<file path="src/rtl/button_debounce.sv">
// button_debounce: synchronizes and debounces a raw push-button pad into a
// clean active-high level. It also produces registered press/release strobes,
// a wrapping 8-bit press counter and an optional one-shot long-press strobe.
// Optional feature macro: BUTTON_LONG_PRESS_EN (builds hold_cnt/long_press;
// when undefined, long_press is tied to 0).
module button_debounce #(
  parameter int DEBOUNCE_CYCLES = 500000,
  parameter int LONG_CYCLES     = 50000000,
  parameter bit ACTIVE_LOW      = 1'b1
) (
  input  logic       clk,
  input  logic       rst_n,
  input  logic       btn_in,
  output logic       btn_level,
  output logic       btn_press,
  output logic       btn_release,
  output logic       long_press,
  output logic [7:0] press_count
);

  typedef enum logic [1:0] {
    RELEASED     = 2'd0,
    PRESS_PEND   = 2'd1,
    PRESSED      = 2'd2,
    RELEASE_PEND = 2'd3
  } state_t;

  localparam int             DB_W     = $clog2(DEBOUNCE_CYCLES + 1);
  localparam logic [DB_W-1:0] DB_ONE  = DB_W'(1);
  localparam logic [DB_W-1:0] DB_LAST = DB_W'(DEBOUNCE_CYCLES - 1);
  // Pad level seen while the button is not pressed.
  localparam logic           IDLE_PAD = ACTIVE_LOW;

  logic             sync_q1;
  logic             sync_q2;
  logic             sync;
  state_t           state;
  state_t           state_next;
  logic [DB_W-1:0]  db_cnt;
  logic [DB_W-1:0]  db_cnt_next;
  logic             level_next;

  // Two-flop synchronizer for the asynchronous pad, parked at the idle level.
  always_ff @(posedge clk or negedge rst_n) begin
    if (!rst_n) begin
      sync_q1 <= IDLE_PAD;
      sync_q2 <= IDLE_PAD;
    end else begin
      sync_q1 <= btn_in;
      sync_q2 <= sync_q1;
    end
  end

  assign sync = ACTIVE_LOW ? ~sync_q2 : sync_q2;

  // State register and debounce counter.
  always_ff @(posedge clk or negedge rst_n) begin
    if (!rst_n) begin
      state  <= RELEASED;
      db_cnt <= '0;
    end else begin
      state  <= state_next;
      db_cnt <= db_cnt_next;
    end
  end

  // Next-state logic: a level change is accepted only after an unbroken run
  // of DEBOUNCE_CYCLES opposite samples; any contrary sample aborts the run.
  // The >= compare lets DEBOUNCE_CYCLES=1 leave a PEND state on the next cycle.
  always_comb begin
    state_next  = state;
    db_cnt_next = db_cnt;
    case (state)
      RELEASED: begin
        if (sync) begin
          state_next  = PRESS_PEND;
          db_cnt_next = DB_ONE;
        end
      end
      PRESS_PEND: begin
        if (!sync) begin
          state_next  = RELEASED;
          db_cnt_next = '0;
        end else if (db_cnt >= DB_LAST) begin
          state_next  = PRESSED;
          db_cnt_next = '0;
        end else begin
          db_cnt_next = db_cnt + DB_ONE;
        end
      end
      PRESSED: begin
        if (!sync) begin
          state_next  = RELEASE_PEND;
          db_cnt_next = DB_ONE;
        end
      end
      RELEASE_PEND: begin
        if (sync) begin
          state_next  = PRESSED;
          db_cnt_next = '0;
        end else if (db_cnt >= DB_LAST) begin
          state_next  = RELEASED;
          db_cnt_next = '0;
        end else begin
          db_cnt_next = db_cnt + DB_ONE;
        end
      end
      default: begin
        state_next  = RELEASED;
        db_cnt_next = '0;
      end
    endcase
  end

  // Output decode: the button counts as pressed in PRESSED and RELEASE_PEND.
  always_comb begin
    level_next = (state_next == PRESSED) || (state_next == RELEASE_PEND);
  end

  // Registered level, edge strobes and press counter, updated with the state.
  always_ff @(posedge clk or negedge rst_n) begin
    if (!rst_n) begin
      btn_level   <= 1'b0;
      btn_press   <= 1'b0;
      btn_release <= 1'b0;
      press_count <= 8'd0;
    end else begin
      btn_level   <= level_next;
      btn_press   <= level_next & ~btn_level;
      btn_release <= ~level_next & btn_level;
      if (level_next && !btn_level) begin
        press_count <= press_count + 8'd1;
      end
    end
  end

`ifdef BUTTON_LONG_PRESS_EN
  localparam int               HOLD_W    = $clog2(LONG_CYCLES + 1);
  localparam logic [HOLD_W-1:0] HOLD_ONE  = HOLD_W'(1);
  localparam logic [HOLD_W-1:0] HOLD_LAST = HOLD_W'(LONG_CYCLES - 1);
  localparam logic [HOLD_W-1:0] HOLD_SAT  = HOLD_W'(LONG_CYCLES);

  logic [HOLD_W-1:0] hold_cnt;

  // Hold timer: fires long_press once and saturates until the level drops.
  always_ff @(posedge clk or negedge rst_n) begin
    if (!rst_n) begin
      hold_cnt   <= '0;
      long_press <= 1'b0;
    end else begin
      long_press <= 1'b0;
      if (!btn_level) begin
        hold_cnt <= '0;
      end else if (hold_cnt == HOLD_LAST) begin
        hold_cnt   <= HOLD_SAT;
        long_press <= 1'b1;
      end else if (hold_cnt < HOLD_LAST) begin
        hold_cnt <= hold_cnt + HOLD_ONE;
      end
    end
  end
`else
  // Long-press support compiled out; constant 0 for any legal LONG_CYCLES.
  assign long_press = (LONG_CYCLES < 0);
`endif

endmodule
</file>
<file path="config.mk">
export PLATFORM = sky130hd
export DESIGN_NAME = button_debounce
export DESIGN_NICKNAME = d
export VERILOG_FILES = /design/src/rtl/button_debounce.sv
export SDC_FILE = /design/constraint.sdc
export NUM_CORES = 1
export LEC_CHECK = 0
export ABC_AREA = 0
export BUFFER_PORTS_ARGS = -buffer_cell sky130_fd_sc_hd__buf_2
export CAP_MARGIN = 15
export CORE_ASPECT_RATIO = 0.6
export CORE_MARGIN = 8
export CORE_UTILIZATION = 55
export CTS_BUF_LIST = sky130_fd_sc_hd__clkbuf_4 sky130_fd_sc_hd__clkbuf_8
export DETAILED_ROUTE_END_ITERATION = 7
export HOLD_SLACK_MARGIN = 0.05
export PLACE_DENSITY = 0.75
export SLEW_MARGIN = 20
export SYNTH_ARGS = -nofsm -noshare
export SYNTH_HDL_FRONTEND = slang
export SYNTH_SLANG_ARGS = --single-unit
export TNS_END_PERCENT = 10
</file>
<file path="constraint.sdc">
create_clock -name clk -period 2.45 [get_ports clk]
set_clock_uncertainty 0.05 [all_clocks]
set_input_delay 0.49 -clock clk [delete_from_list [all_inputs] [get_ports clk]]
set_output_delay 0.49 -clock clk [all_outputs]
set_load 0.01 [all_outputs]
</file>
After elaboration in Yosys (flattened, before gate mapping)
Cells that the tools add are included.
Widths: inputs -> output; s select.
Cells by class
  $add $sub $neg: 2
  magnitude comparators: 1
  equal/unequal tests: 7
  muxes and demuxes: 13
  bitwise operators: 4
  reductions and logical operators: 5
Operators by type and width (count)
  $mux 19: 5
  $pmux 19 s4: 1
  $add 19x1->19 const B: 1
  $ge 19x19->1 const B: 1
  $mux 2: 6
  $add 8x1->8 const B: 1
  $eq 2x2->1 const B: 4
  $pmux 2 s4: 1
  $ne 2x2->1 const B: 2
  $and 1x1->1: 2
  $eq 2x1->1 const B: 1
  $logic_not 2->1: 1
  $not 1->1: 2
  $reduce_and 2->1: 1
  $logic_and 1x1->1: 1
  $logic_not 1->1: 1
  $logic_or 1x1->1: 1
Word-level totals
  register bits after elaboration: 34
  input port bits: 3
  output and inout port bits: 12
  logic and storage cells: 40

Longest topological paths before layout
  word-level depth: 8
  depth in mapped cells: 8
  gate-level depth less buffers: 7

Least setup slack after synthesis
Ideal clock, no wire load.
  kind: register -> register
  from: register db_cnt[0]
  to: register db_cnt[14]
  setup time: 0.069 ns
  data arrival time: 2.018 ns
  required time: 2.331 ns
  path slack: 0.314 ns
  stages on the path, launching flop included: 9
  buffers on the path: 1
  clock period less this slack: 2.136 ns
  path through: dfrtp_1 ha_1 and4_1 a41oi_1 o221ai_2 a21o_2 buf_6 or3_1 nand3_1
On the way
  cells in the longest elaborated chain, start to end: 4
  elaborated cells between the ends (all ways): 6
  those cells by class: add/sub (1); order compare (1); mux (4)
Ends and longest elaborated chain
  start: declaration: RTL line 39  | logic [DB_W-1:0] db_cnt;
  start signal: assignment: RTL line 63  | db_cnt <= db_cnt_next;
  $add 19x1->19 or $ge 19x19->1 (tied branches)
  $mux 19 *: RTL line 84, 101
  $mux 19 (on tied branches): RTL line 98, 81
  $pmux 19 s4 *: RTL line 73  | case (state)
Mark *: on every way between the ends. The rest lies on a longest branch, timed or not.
A chain may end at the register's enable or synchronous reset.

Final worst setup path
  from: register db_cnt[0]
  to: register press_count[1]
On the way
  cells in the longest elaborated chain, start to end: 7
  elaborated cells between the ends (all ways): 10
  those cells by class: order compare (1); eq/ne (2); mux (5); reduce/logical (2)
Ends and longest elaborated chain
  $ge 19x19->1 *: RTL line 84, 101
  $mux 2 (on tied branches): RTL line 101, 84
  $mux 2 (on tied branches): RTL line 98, 81
  $pmux 2 s4 *: RTL line 73
  $eq 2x2->1: RTL line 117  | level_next = (state_next == PRESSED) || (state_next == RELEASE_PEND);
  $logic_or 1x1->1 *: RTL line 117
  $logic_and 1x1->1 *: RTL line 131  | if (level_next && !btn_level) begin
  end signal: assignment: RTL line 132  | press_count <= press_count + 8'd1;
  end: declaration: RTL line 18  | output logic [7:0] press_count
Marked as above.

==> flow_summary.yaml <==
outcome:
  status: "completed"
synth:
  ys_types: 38
  synth_seq_area_share_pct: 49.3
  syn_avg_cell_area_um2: 9.66
  synthCells: 174
  ys.warnings.count: 0
  synth.ff_latch_count: 33
  synth_fp_nets: 179
  syn-cell-area_um2: 1680
sta:
  min_period_over_period_pct: 95.2
  period_minus_slack_ps: 2330
  drv_slew: 0
  relSlewSlack_pct: 28.0
  tns_ps: 0
  setup_viol: 0
  fmax_mhz: 429
  tightest_slew_ps: 1080
  rsz0062_at_grt: "false"
  hold_viol_final: 0
clock_network:
  cts_hold_buf: 0
  worstSkewPairLatency_ps: 290
  clk_pin_slew_ps: 60
  htree_levels: 2
  cts.sinks: 33
  cts_buffers: 5
  cts_tree: "yes"
  ctsRootBufferMaster: "clkbuf_8"
  clk_path_buf_depth: 2
pwr:
  ir_worst_vdd_mv: 0.402
  power.density_nw_per_um2: 539
  leakage_uw: 0.000843
final_layout:
  stdcell_area_um2: 1870
  layout_commonest_cell: "dfrtp_1"
  drive_gt1_share_pct: 16.1
  seq_area_um2: 828
  fillers: 238
  fin_nets: 196
  layout_common_cells: "31 x dfrtp_1, 17 x nand3_1, 16 x nand2_1"
  diodes: 0
  syn2layout_area_growth_pct: 11.2
  multi_input_area_um2: 776
place:
  dp_hpwl_mm: 2.60
  numPortBuffers: 13
  place_area_um2: 1780
  routabilityCongestion: 0.887
floorplanning:
  rows: 15
  dieArea_um2: 5140
  core-area_um2: 2890
  start_util_pct: 58.1
  ios: 15
  chipWidth_um: 87.4
  die_h_um: 58.8
worst_setup_path:
  cp_data_required_time_ps: 2570
  start_kind: "flop"
  cp-end-kind: "flop"
  worstPathArrival_ps: 2450
  crit_start: "db_cnt[0]"
  crit_type: "reg -> reg"
  r2r_cells: 6
  cp_max_fo: 9
  rr_endpoint: "press_count[1]"
  r2r_start: "db_cnt[0]"
  r2r_setup_slack_ps: 120
route:
  drt_iter0_drc: 137
  wl_mm: 3.69
  vias: 1401
  first_pass_iters: 5
  wl_per_cell_um: 15.8
  vias_per_cell: 5.99
  antenna_left: 0
  route.detailed.drc: 0
global_routing:
  grt_antenna_before_repair: 0
  grt_pass1_vias: 1260
  grt.overflow.total: 0
  grt.total_usage_pct: 15.7
  grt_max_degree: 34
  grt_pass1_wl_mm: 6.07
hold_path:
  hp-class: "in -> async"
job:
  cap_violations: 0
[repair_timing]
action / 4_1_cts / 5_1_grt
hold endpoints to repair: 0 / 0
buffers inserted: 0 / 0
setup endpoints to repair: 0 / 1
gates resized for setup: 0 / 1
[synth_stat cells (all sizes together)]
| cell type | number | area [um^2] |
|---|---|---|
| xor2 | 2 | 17.5 |
| and4 | 3 | 26.3 |
| o211a | 1 | 10.0 |
| o22ai | 2 | 12.5 |
| mux2i | 1 | 10.0 |
| conb | 1 | 3.75 |
| nor3b | 1 | 7.51 |
| nor2 | 9 | 33.8 |
| nand3 | 17 | 85.1 |
| a21o | 2 | 16.3 |
| nand4 | 8 | 50.1 |
| or3 | 8 | 50.1 |
| a41oi | 2 | 17.5 |
| o21ai | 9 | 45.0 |
| nor3 | 6 | 30.0 |
| dfrtp | 31 | 776 |
| buf | 4 | 35.0 |
| o221ai | 1 | 15.0 |
| o311ai | 3 | 26.3 |
| a211oi | 1 | 7.51 |
| inv | 8 | 30.0 |
| a21oi | 9 | 48.8 |
| or2 | 1 | 6.26 |
| a221o | 2 | 20.0 |
| mux2 | 2 | 22.5 |
| xnor2 | 7 | 61.3 |
| clkbuf | 3 | 11.3 |
| a22o | 2 | 17.5 |
| and2 | 3 | 18.8 |
| ha | 2 | 25.0 |
| dfstp | 2 | 52.6 |
| nand2 | 16 | 60.1 |
| and3 | 5 | 31.3 |
[worst max path at each step]
stage | endpoint | slack [ps] | cells past startpoint
6_report | press_count[1] | 120 | 6
5_1_grt | press_count[1] | 10 | 6
4_1_cts | db_cnt[13] | 150 | 7
3_5_place_dp | press_count[1] | 180 | 6
3_3_place_gp | press_count[1] | 260 | 6
2_1_floorplan | db_cnt[14] | 310 | 8
[stage by stage]
step / hold slack (ps) / util [%] / worst slack, ps / total power, uW / instances
after global routing: 232 / 64.6 / 10.1 / 1060 / 234
after detailed placement: 299 / 61.6 / 180 / 619 / 226
after global placement: 298 / 61.6 / 263 / 617 / 226
final: 198 / 64.6 / 118 / 1010 / 234
after floorplan: 144 / - / 314 / 599 / 174
after CTS: 223 / 64.6 / 151 / 1020 / 234
[cell type report]
class	instances	area share [%]
clock buffer	6	4.09
sequential	33	44.3
clock inverter	2	0.536
tap	42	2.81
multi-input combinational	126	41.5
timing repair buffer	17	5.09
inverter	8	1.61
[sequential cells by signal, summed over array words and instances (netlist names)]
signal and flops:
sync_q2 1, press_count 8, sync_q1 1, btn_press 1, state 1, btn_level 1, db_cnt 19, btn_release 1
[power breakdown]
group | switching (uW) | internal, uW
clock | 191 | 207
combinational | 33.0 | 15.4
sequential | 8.25 | 553
total | 232 | 776
[critical path: stages, from the launching register on]
cell and delay [ps]:
dfrtp_1 410, ha_1 230, and4_1 290, a41oi_1 150
o221ai_2 290, and4_1 430, mux2_1 350
[cell families (layout without fill, tap and decap cells)]
group / after synthesis / count (layout) / share of synthesized area [%]
and+or+nand+nor: 77 / 77 / 23.8
other: 1 / 1 / 0.223
AOI/OAI and AO/OA: 34 / 34 / 14.1
buffers and inverters: 15 / 33 / 4.54
adders and majority gates: 2 / 2 / 1.49
xor gates and xnor gates: 9 / 9 / 4.69
muxes: 3 / 3 / 1.94
DFF: 33 / 33 / 49.3
[metal layers]
layer  vias to the layer above  GRT usage (%)  routed length [um]
met2                        63           21.6                1570
li1                        667              -                   -
met5                         -              0                   0
met4                         0           6.80                  37
met3                         6           6.52                 308
met1                       665           20.8                1770
(Power assumes the default switching activity.)
